### config.mk
export PLATFORM = sky130hd
export DESIGN_NAME = branch_resolve_pipe
export DESIGN_NICKNAME = d
export VERILOG_FILES = /design/src/rtl/bru_pkg.sv /design/src/rtl/bru_cond_decode.sv /design/src/rtl/branch_resolve_pipe.sv
export SDC_FILE = /design/constraint.sdc
export NUM_CORES = 1
export LEC_CHECK = 0
export CORE_UTILIZATION = 41
export CTS_BUF_LIST = sky130_fd_sc_hd__clkbuf_4 sky130_fd_sc_hd__clkbuf_8
export DETAILED_ROUTE_END_ITERATION = 8
export GPL_TIMING_DRIVEN = 0
export PLACE_DENSITY = 0.86
export SYNTH_ARGS = -nofsm -noshare
export SYNTH_HDL_FRONTEND = slang
export SYNTH_SLANG_ARGS = --single-unit
### constraint.sdc
create_clock -name clk -period 2.55 [get_ports clk]
set_clock_uncertainty 0.05 [all_clocks]
set_input_delay 0.255 -clock clk [delete_from_list [all_inputs] [get_ports clk]]
set_output_delay 0.255 -clock clk [all_outputs]
set_load 0.005 [all_outputs]
### src/rtl/bru_pkg.sv
// Shared definitions for the branch resolution pipe: funct3 encodings of the
// RV conditional branches, the S1 pipeline record, and a legality helper.
package bru_pkg;

  localparam logic [2:0] F3_BEQ  = 3'b000;
  localparam logic [2:0] F3_BNE  = 3'b001;
  localparam logic [2:0] F3_BLT  = 3'b100;
  localparam logic [2:0] F3_BGE  = 3'b101;
  localparam logic [2:0] F3_BLTU = 3'b110;
  localparam logic [2:0] F3_BGEU = 3'b111;

  // Compare results and control captured at S1; the tag travels separately
  // so its width can stay a module parameter.
  typedef struct packed {
    logic       eq;
    logic       lts;
    logic       ltu;
    logic [2:0] funct3;
    logic       pred_taken;
  } bru_s1_t;

  // Only 010 and 011 are unused in the branch major opcode.
  function automatic logic f3_is_legal(input logic [2:0] f3);
    return f3[2:1] != 2'b01;
  endfunction

endpackage

### src/rtl/bru_cond_decode.sv
// Combinational branch condition decode: selects the taken direction from the
// pre-computed compare flags according to funct3 and flags unused encodings.
module bru_cond_decode
  import bru_pkg::*;
(
  input  logic       eq,
  input  logic       lts,
  input  logic       ltu,
  input  logic [2:0] funct3,
  output logic       taken,
  output logic       illegal
);

  // Direction select; illegal encodings never report taken.
  always_comb begin
    taken   = 1'b0;
    illegal = !f3_is_legal(funct3);
    case (funct3)
      F3_BEQ:  taken = eq;
      F3_BNE:  taken = !eq;
      F3_BLT:  taken = lts;
      F3_BGE:  taken = !lts;
      F3_BLTU: taken = ltu;
      F3_BGEU: taken = !ltu;
      default: taken = 1'b0;
    endcase
  end

endmodule

### src/rtl/branch_resolve_pipe.sv
// Two-stage branch resolution unit. S1 registers the operand compares, S2
// decodes the direction, compares it with the prediction and holds the
// result under valid/ready backpressure. Flush kills everything in flight.
// Optional performance counters are built when BRU_PERF_CNT_EN is defined.
module branch_resolve_pipe
  import bru_pkg::*;
#(
  parameter int XLEN  = 32,
  parameter int TAG_W = 6,
  parameter int CNT_W = 32
) (
  input  logic             clk,
  input  logic             rst_n,
  input  logic             in_valid,
  output logic             in_ready,
  input  logic [XLEN-1:0]  in_rs1,
  input  logic [XLEN-1:0]  in_rs2,
  input  logic [2:0]       in_funct3,
  input  logic             in_pred_taken,
  input  logic [TAG_W-1:0] in_tag,
  input  logic             flush,
  output logic             out_valid,
  input  logic             out_ready,
  output logic             out_taken,
  output logic             out_mispredict,
  output logic             out_illegal,
  output logic [TAG_W-1:0] out_tag
`ifdef BRU_PERF_CNT_EN
  ,
  input  logic             perf_clr,
  output logic [CNT_W-1:0] perf_resolved,
  output logic [CNT_W-1:0] perf_mispred
`endif
);

  if (XLEN < 8 || TAG_W < 1 || CNT_W < 1) begin : g_bad_param
    $error("branch_resolve_pipe: XLEN must be >= 8, TAG_W and CNT_W >= 1");
  end

  logic                    adv_p2;
  logic                    acc_p0;
  logic                    vld_p1;
  logic                    vld_p2;
  logic signed [XLEN-1:0]  rs1_p0;
  logic signed [XLEN-1:0]  rs2_p0;
  logic                    eq_p0;
  logic                    lts_p0;
  logic                    ltu_p0;
  bru_s1_t                 s1_p1;
  logic [TAG_W-1:0]        tag_p1;
  logic                    taken_p1;
  logic                    illegal_p1;
  logic                    mispred_p1;

  // S2 frees up when empty or when its result is being taken this cycle;
  // in_ready is therefore combinational from out_ready.
  assign adv_p2   = !vld_p2 || out_ready;
  assign in_ready = !vld_p1 || adv_p2;
  assign acc_p0   = in_valid && in_ready;
  assign out_valid = vld_p2;

  // ---- P0: full-width compares on the incoming operands ----
  assign rs1_p0 = in_rs1;
  assign rs2_p0 = in_rs2;
  assign eq_p0  = in_rs1 == in_rs2;
  assign lts_p0 = rs1_p0 < rs2_p0;
  assign ltu_p0 = in_rs1 < in_rs2;

  // Valid bits: flush outranks any advance, so a same-cycle accept is dropped.
  always_ff @(posedge clk) begin
    if (!rst_n) begin
      vld_p1 <= 1'b0;
      vld_p2 <= 1'b0;
    end else if (flush) begin
      vld_p1 <= 1'b0;
      vld_p2 <= 1'b0;
    end else begin
      if (adv_p2)   vld_p2 <= vld_p1;
      if (in_ready) vld_p1 <= in_valid;
    end
  end

  // ---- P1: compare flags and branch control registered on accept ----
  // Data only; its validity is carried by vld_p1.
  always_ff @(posedge clk) begin
    if (acc_p0) begin
      s1_p1.eq         <= eq_p0;
      s1_p1.lts        <= lts_p0;
      s1_p1.ltu        <= ltu_p0;
      s1_p1.funct3     <= in_funct3;
      s1_p1.pred_taken <= in_pred_taken;
      tag_p1           <= in_tag;
    end
  end

  bru_cond_decode u_decode (
    .eq      (s1_p1.eq),
    .lts     (s1_p1.lts),
    .ltu     (s1_p1.ltu),
    .funct3  (s1_p1.funct3),
    .taken   (taken_p1),
    .illegal (illegal_p1)
  );

  // An illegal encoding resolves not-taken and is never a mispredict.
  assign mispred_p1 = !illegal_p1 && (taken_p1 ^ s1_p1.pred_taken);

  // ---- P2: output register, held while the consumer stalls ----
  // Output fields are cleared on reset so the interface idles at zero.
  always_ff @(posedge clk) begin
    if (!rst_n) begin
      out_taken      <= 1'b0;
      out_mispredict <= 1'b0;
      out_illegal    <= 1'b0;
      out_tag        <= '0;
    end else if (adv_p2 && vld_p1 && !flush) begin
      out_taken      <= taken_p1;
      out_mispredict <= mispred_p1;
      out_illegal    <= illegal_p1;
      out_tag        <= tag_p1;
    end
  end

`ifdef BRU_PERF_CNT_EN
  function automatic logic [CNT_W-1:0] sat_inc(input logic [CNT_W-1:0] c);
    return (&c) ? c : c + CNT_W'(1);
  endfunction

  logic out_fire;
  assign out_fire = vld_p2 && out_ready;

  // Saturating counters of delivered results; clear wins over an increment.
  always_ff @(posedge clk) begin
    if (!rst_n || perf_clr) begin
      perf_resolved <= '0;
      perf_mispred  <= '0;
    end else if (out_fire) begin
      perf_resolved <= sat_inc(perf_resolved);
      if (out_mispredict) perf_mispred <= sat_inc(perf_mispred);
    end
  end
`endif

endmodule

# [Word-level counts from Yosys, hierarchy flattened]
# Index checks and enable logic that the tools add are counted.
[word_totals] regBits=24 out_inout_bits=11
[classes] n_reduce_logical=15 bitwise_logic=2 magnitude_cmp=2 n_mux=1 eq_ne=7
[op_table] operator="32-bit < comparator" n=2
[op_table] operator="32-bit equality test" n=1
[op_table] operator="3-bit equality test, second input constant" n=4
[op_table] operator="1-bit zero test" n=7
[op_table] operator="1-bit one-hot mux with 6 select lines" n=1
[op_table] operator="1-bit logical AND" n=4
[op_table] operator="3-bit by 1-bit equality test with 1-bit output, second input constant" n=1
[op_table] operator="3-bit zero test" n=1
[op_table] operator="1-bit logical OR" n=2
[op_table] operator="2-bit by 1-bit inequality test with 1-bit output, second input constant" n=1
[op_table] operator="2-bit OR reduction" n=1
[op_table] operator="1-bit inverter" n=1
[op_table] operator="1-bit XOR" n=1

# [Logic depth before layout (Yosys ltp)]
# Gate-level depths: netlist of the first run.
[logic_depth] word_depth=4 mapped_depth=7

# [Cells and area by module]
# From an unflattened synthesis of the first run, not the netlist that was laid out.
[unflattened] cells_unflattened=176 area_unflattened_um2=1694.1
[modules_own_cells] module="branch_resolve_pipe" n_inst=1 seq_area_each_um2=610.6 cells_per_inst=169 area_per_inst_um2=1641.6
[modules_own_cells] module="bru_cond_decode" n_inst=1 seq_area_each_um2=0.0 cells_per_inst=7 area_per_inst_um2=52.6

# [Worst setup path after synthesis of the first run]
# OpenSTA, ideal clock, no wires.
[synth_path] path_kind="in2reg" startpoint="in in_rs2[25]" endpoint="reg s1_p1[5] (netlist name)" cell_stages=7 path_slack_ns=0.605 t_required_ns=2.330 setup_time_ns=0.170 arrival_time_ns=1.725 path_cell_list="inv_1 ha_1 a21o_1 a221o_1 a221o_1 and2_4 nor4_2"
[synth_via] elab_chain_len=1
[synth_lines] element="start, declared" line_no="branch_resolve_pipe.sv:17" rtl="input logic [XLEN-1:0] in_rs2,"
[synth_lines] element="32-bit < comparator" line_no="branch_resolve_pipe.sv:66" rtl="assign lts_p0 = rs1_p0 < rs2_p0;"
[synth_lines] element="net lts_p0" line_no="branch_resolve_pipe.sv:47" rtl="logic lts_p0;"
# The timed path passes the listed nets, and every way through them passes these cells.
# A chain may end at the register's enable or synchronous reset.

# [Worst setup path in the final report of the first run]
[layout_path] startpoint="in in_rs2[31]" endpoint="reg s1_p1[4] (netlist name)"
[layout_via] elab_chain_len=1
[layout_lines] element="32-bit < comparator" line_no="branch_resolve_pipe.sv:67" rtl="assign ltu_p0 = in_rs1 < in_rs2;"
[layout_lines] element="net ltu_p0" line_no="branch_resolve_pipe.sv:48" rtl="logic ltu_p0;"
# The timed path passes the listed nets, and every way through them passes these cells.

==> flow_metrics.tcl, run 1 <==
set metrics [dict create \
    status "finished clean" \
    area_of_the_die_um2 4400 \
    worst_skew_pair_latency_ns 0.26 \
    depth_of_the_most_critical_reg_to_reg_path 5 \
    required_time_at_the_worst_slack_endpoint_ns 2.52 \
    slew-limit-headroom 0.609 \
    postSynthAreaPerCell_um2 9.54 \
    intPower_uw 811 \
    post_cts_hold_buffer_count 0 \
    holdCritStartpoint "out_mispredict" \
    synth_xor_xnor_area_share 0.00516 \
    dp_hpwl_um 3390 \
    timing.final.crit_share 0.891 \
    timing.hold.worst_endpoint "out_mispredict" \
    drt-wirelength-per-cell_um 12.0 \
    critical-path-slowest-cell "sky130_fd_sc_hd__clkdlybuf4s50_1" \
    path_class "input port to flip-flop" \
    maxSlewViolCount 0 \
    syn-cell-area_um2 1700 \
    min_period_ns 2.27 \
    final_util 0.681 \
    mostFrequentLayoutCells "sky130_fd_sc_hd__clkdlybuf4s50_1, sky130_fd_sc_hd__inv_1, sky130_fd_sc_hd__ha_1, sky130_fd_sc_hd__edfxtp_1" \
    die_height_um 66.4 \
    design.portCount 90 \
    power_switching_share 0.212 \
    cts-resized-gates 0 \
    route.detailed.vias_per_inst 4.89 \
    cellLeakagePower_uw 0.00121 \
    max-cap-violations 0 \
    min-delay-path-class "flip-flop to flip-flop" \
    finish.net_count 383 \
    largest_net_degree_at_the_start_of_global_routing 15 \
    gp_congestion 0.773 \
    flow.area_growth_from_synthesis_pct 60.4 \
    worst-path-buf-inv 2 \
    netlist_instances 178 \
    crit_path_cell_trace "clkdlybuf4s50_1, inv_1, ha_1, and4_1, nand4_1, nor4_1, o31a_1, nor3_1" \
    grt_pass1_vias 1568 \
    grt_setup_unrepaired "no" \
    synth-adder-area-share 0.236 \
    slowest_delay_ns 0.46 \
    pwr-share-clk 0.317 \
    worstMarginPinSlew_ns 0.586 \
    first_pass_grt_wire_length_um 6350 \
    critical_path_cell_count 8 \
    tritoncts_sink_count 24 \
    synth_compound_gate_area_share 0.0987 \
    drt_pass1_iterations 4 \
    drt_first_iter_violations 44 \
    power_frac_seq 0.422 \
    filler_cell_count_in_the_final_layout 339 \
    synth_simple_gate_area_frac 0.175 \
    part_of_the_power_in_combinational_logic 0.261 \
    synth.lib_cells_used.distinct 32 \
    cp_data_arrival_time_ns 2.24 \
    report.power.total_uw 1030 \
    regToRegSetupSlack_ns 0.92 \
    wire_length_reported_by_the_detailed_router_um 3840 \
    tritoncts "built" \
    layout.cells.most_common "sky130_fd_sc_hd__clkdlybuf4s50_1" \
    total_vias_in_the_final_route 1569 \
    number_of_warning_messages_in_the_yosys_log 0 \
    setup_viol 0 \
    clockRootBuffer "sky130_fd_sc_hd__clkbuf_8" \
    switching_power_summed_over_all_nets_uw 218 \
    floorplan_row_count 23 \
    synth_top_family_by_area "adder cells" \
    gr-total-overflow 0 \
    detail-route-antenna-nets 0 \
    ctsLongestPathBuffers 2 \
    antenna_violations_before_repair 0 \
    htree_num_levels 1 \
    worst_hold_path.num_cells 2 \
    postSynthRegisterBits 24 \
    grt_use_total 0.187 \
    cts_setup_buffers 0 \
    clk_transition_reported_paths_ns 0.08 \
    floorplan.die.width_um 66.4 \
    worst_setup_path_end_kind "flip-flop" \
    numPortBuffers 89 \
    synth_nets 289 \
    tritoncts.num_buffers 3 \
    multiplexer_area_fraction_after_synthesis 0.0472 \
    drive_above_1_share 0.0295 \
    seq_area_frac_synth 0.360 \
    core_area_um2 4000 \
    cp_top_family "simple AND/OR/NAND/NOR gates" \
    worstReg2RegStart "s1_p1[2]" \
    cp_max_fo 4 \
    start_util 0.424 \
    rr_endpoint "out_mispredict" \
    vdd_ir_drop_max_uv 182 \
    power-per-cell-area_nw_per_um2 378 \
    achievable-frequency_ghz 0.440 \
    count_of_antenna_diodes_in_the_layout 0 \
    hold_viol_final 0 \
    critPathLaunchType "input port" \
    drc 0 \
]
[state kept, by name, summed over array words and instances, names as in the netlist]
signal	count
out_illegal	1
out_mispredict	1
out_tag	6
out_taken	1
out_valid	1
s1_p1	7
tag_p1	6
vld_p1	1
[Yosys cell counts]
master / n / share of area
sky130_fd_sc_hd__inv_1: 34 / 0.075
sky130_fd_sc_hd__ha_1: 32 / 0.24
sky130_fd_sc_hd__edfxtp_1: 13 / 0.23
sky130_fd_sc_hd__a21oi_1: 11 / 0.032
sky130_fd_sc_hd__dfxtp_1: 11 / 0.13
sky130_fd_sc_hd__nand2_1: 10 / 0.022
sky130_fd_sc_hd__mux2i_1: 8 / 0.047
sky130_fd_sc_hd__nor2b_1: 8 / 0.029
sky130_fd_sc_hd__nor2_1: 7 / 0.015
sky130_fd_sc_hd__nand4_1: 6 / 0.022
sky130_fd_sc_hd__nand3_1: 4 / 0.012
sky130_fd_sc_hd__a221o_1: 3 / 0.018
sky130_fd_sc_hd__nand2b_1: 3 / 0.011
sky130_fd_sc_hd__nor3_1: 3 / 0.0088
sky130_fd_sc_hd__a21boi_0: 2 / 0.0088
sky130_fd_sc_hd__a21o_1: 2 / 0.0088
sky130_fd_sc_hd__and2_1: 2 / 0.0074
sky130_fd_sc_hd__and2_4: 2 / 0.010
sky130_fd_sc_hd__nor3b_1: 2 / 0.0088
sky130_fd_sc_hd__nor4_1: 2 / 0.0074
sky130_fd_sc_hd__o21ai_0: 2 / 0.0059
sky130_fd_sc_hd__a221oi_1: 1 / 0.0052
sky130_fd_sc_hd__and3_1: 1 / 0.0037
sky130_fd_sc_hd__and4_1: 1 / 0.0052
sky130_fd_sc_hd__buf_2: 1 / 0.0029
sky130_fd_sc_hd__nor4_2: 1 / 0.0074
sky130_fd_sc_hd__o211a_1: 1 / 0.0059
sky130_fd_sc_hd__o211ai_1: 1 / 0.0044
sky130_fd_sc_hd__o31a_1: 1 / 0.0052
sky130_fd_sc_hd__o31ai_1: 1 / 0.0044
sky130_fd_sc_hd__or4_1: 1 / 0.0044
sky130_fd_sc_hd__xnor2_1: 1 / 0.0052
[metrics by stage]
step	setup TNS (ns)	instances	cell area, um^2	setup slack (ns)	hold slack (ns)
floorplan	0	178	1700	0.605	0.304
global placement	-0.00718	317	2650	-0.00718	0.419
detailed placement	-0.0257	317	2650	-0.0152	0.429
CTS	0	321	2720	0.261	0.440
global route	0	321	2720	0.113	0.460
finish	0	321	2720	0.279	0.436
[final cells by class]
class                           count  area, um^2  share of cell area
Sequential cell                    24         611               0.224
Clock inverter                      1        30.0              0.0110
Clock buffer                        3        41.3              0.0152
Tap cell                           50        62.6              0.0230
Inverter                           34         128              0.0469
Buffer                              1        5.00             0.00184
Multi-Input combinational cell    119         955               0.351
Timing Repair Buffer               89         891               0.327
[cell families after synthesis]
| family | Yosys count |
|---|---|
| mux | 8 |
| flops | 24 |
| buf+inv | 35 |
| simple gates | 53 |
| fa+ha+maj | 32 |
| xor+xnor | 1 |
| compound gates | 25 |
[worst max-delay path by stage]
stage	start	endpoint	slack, ns
floorplan	in_rs2[25]	s1_p1[5]	0.61
global placement	in_rs2[31]	s1_p1[4]	-0.007
detailed placement	in_rs2[31]	s1_p1[4]	-0.02
CTS	in_rs2[31]	s1_p1[4]	0.26
global route	in_rs2[31]	s1_p1[4]	0.11
finish	in_rs2[31]	s1_p1[4]	0.28
[routing by layer]
layer / share of wire / track usage / wire length [um] / vias to the layer above
met5: 0 / 0 / 0 / -
li1: - / - / - / 810
met2: 0.55 / 0.378 / 2110 / 44
met1: 0.39 / 0.188 / 1500 / 711
met4: 0.0078 / 0.0559 / 30 / 0
met3: 0.053 / 0.0345 / 203 / 4
[worst reg2reg max path, cell delays in order (launching register included)]
cell	delay, ns
sky130_fd_sc_hd__edfxtp_1	0.44
sky130_fd_sc_hd__mux2i_1	0.26
sky130_fd_sc_hd__nor3b_1	0.12
sky130_fd_sc_hd__or4_1	0.48
sky130_fd_sc_hd__nand4_1	0.10
sky130_fd_sc_hd__a21boi_0	0.08
[power groups by stage]
stage	sequential [uW]	clock (uW)	combinational, uW
after floorplan	441	0	115
after global placement	441	0	263
after detailed placement	443	0	270
after CTS	435	330	273
after global routing	436	343	305
final	434	326	269
(Power assumes the default switching activity.)
==> run 2: changes to the inputs <==
--- a/constraint.sdc
+++ b/constraint.sdc
@@ -4,2 +4,2 @@
 set_output_delay 0.255 -clock clk [all_outputs]
-set_load 0.005 [all_outputs]
+set_load 0.05 [all_outputs]
==> results of run 2 <==
The final DEF is identical to that of run 1. Status: finished clean.
Among the figures that moved: total power 1030 uW -> 1040 uW; worst IR drop on VDD 182 uV -> 184 uV
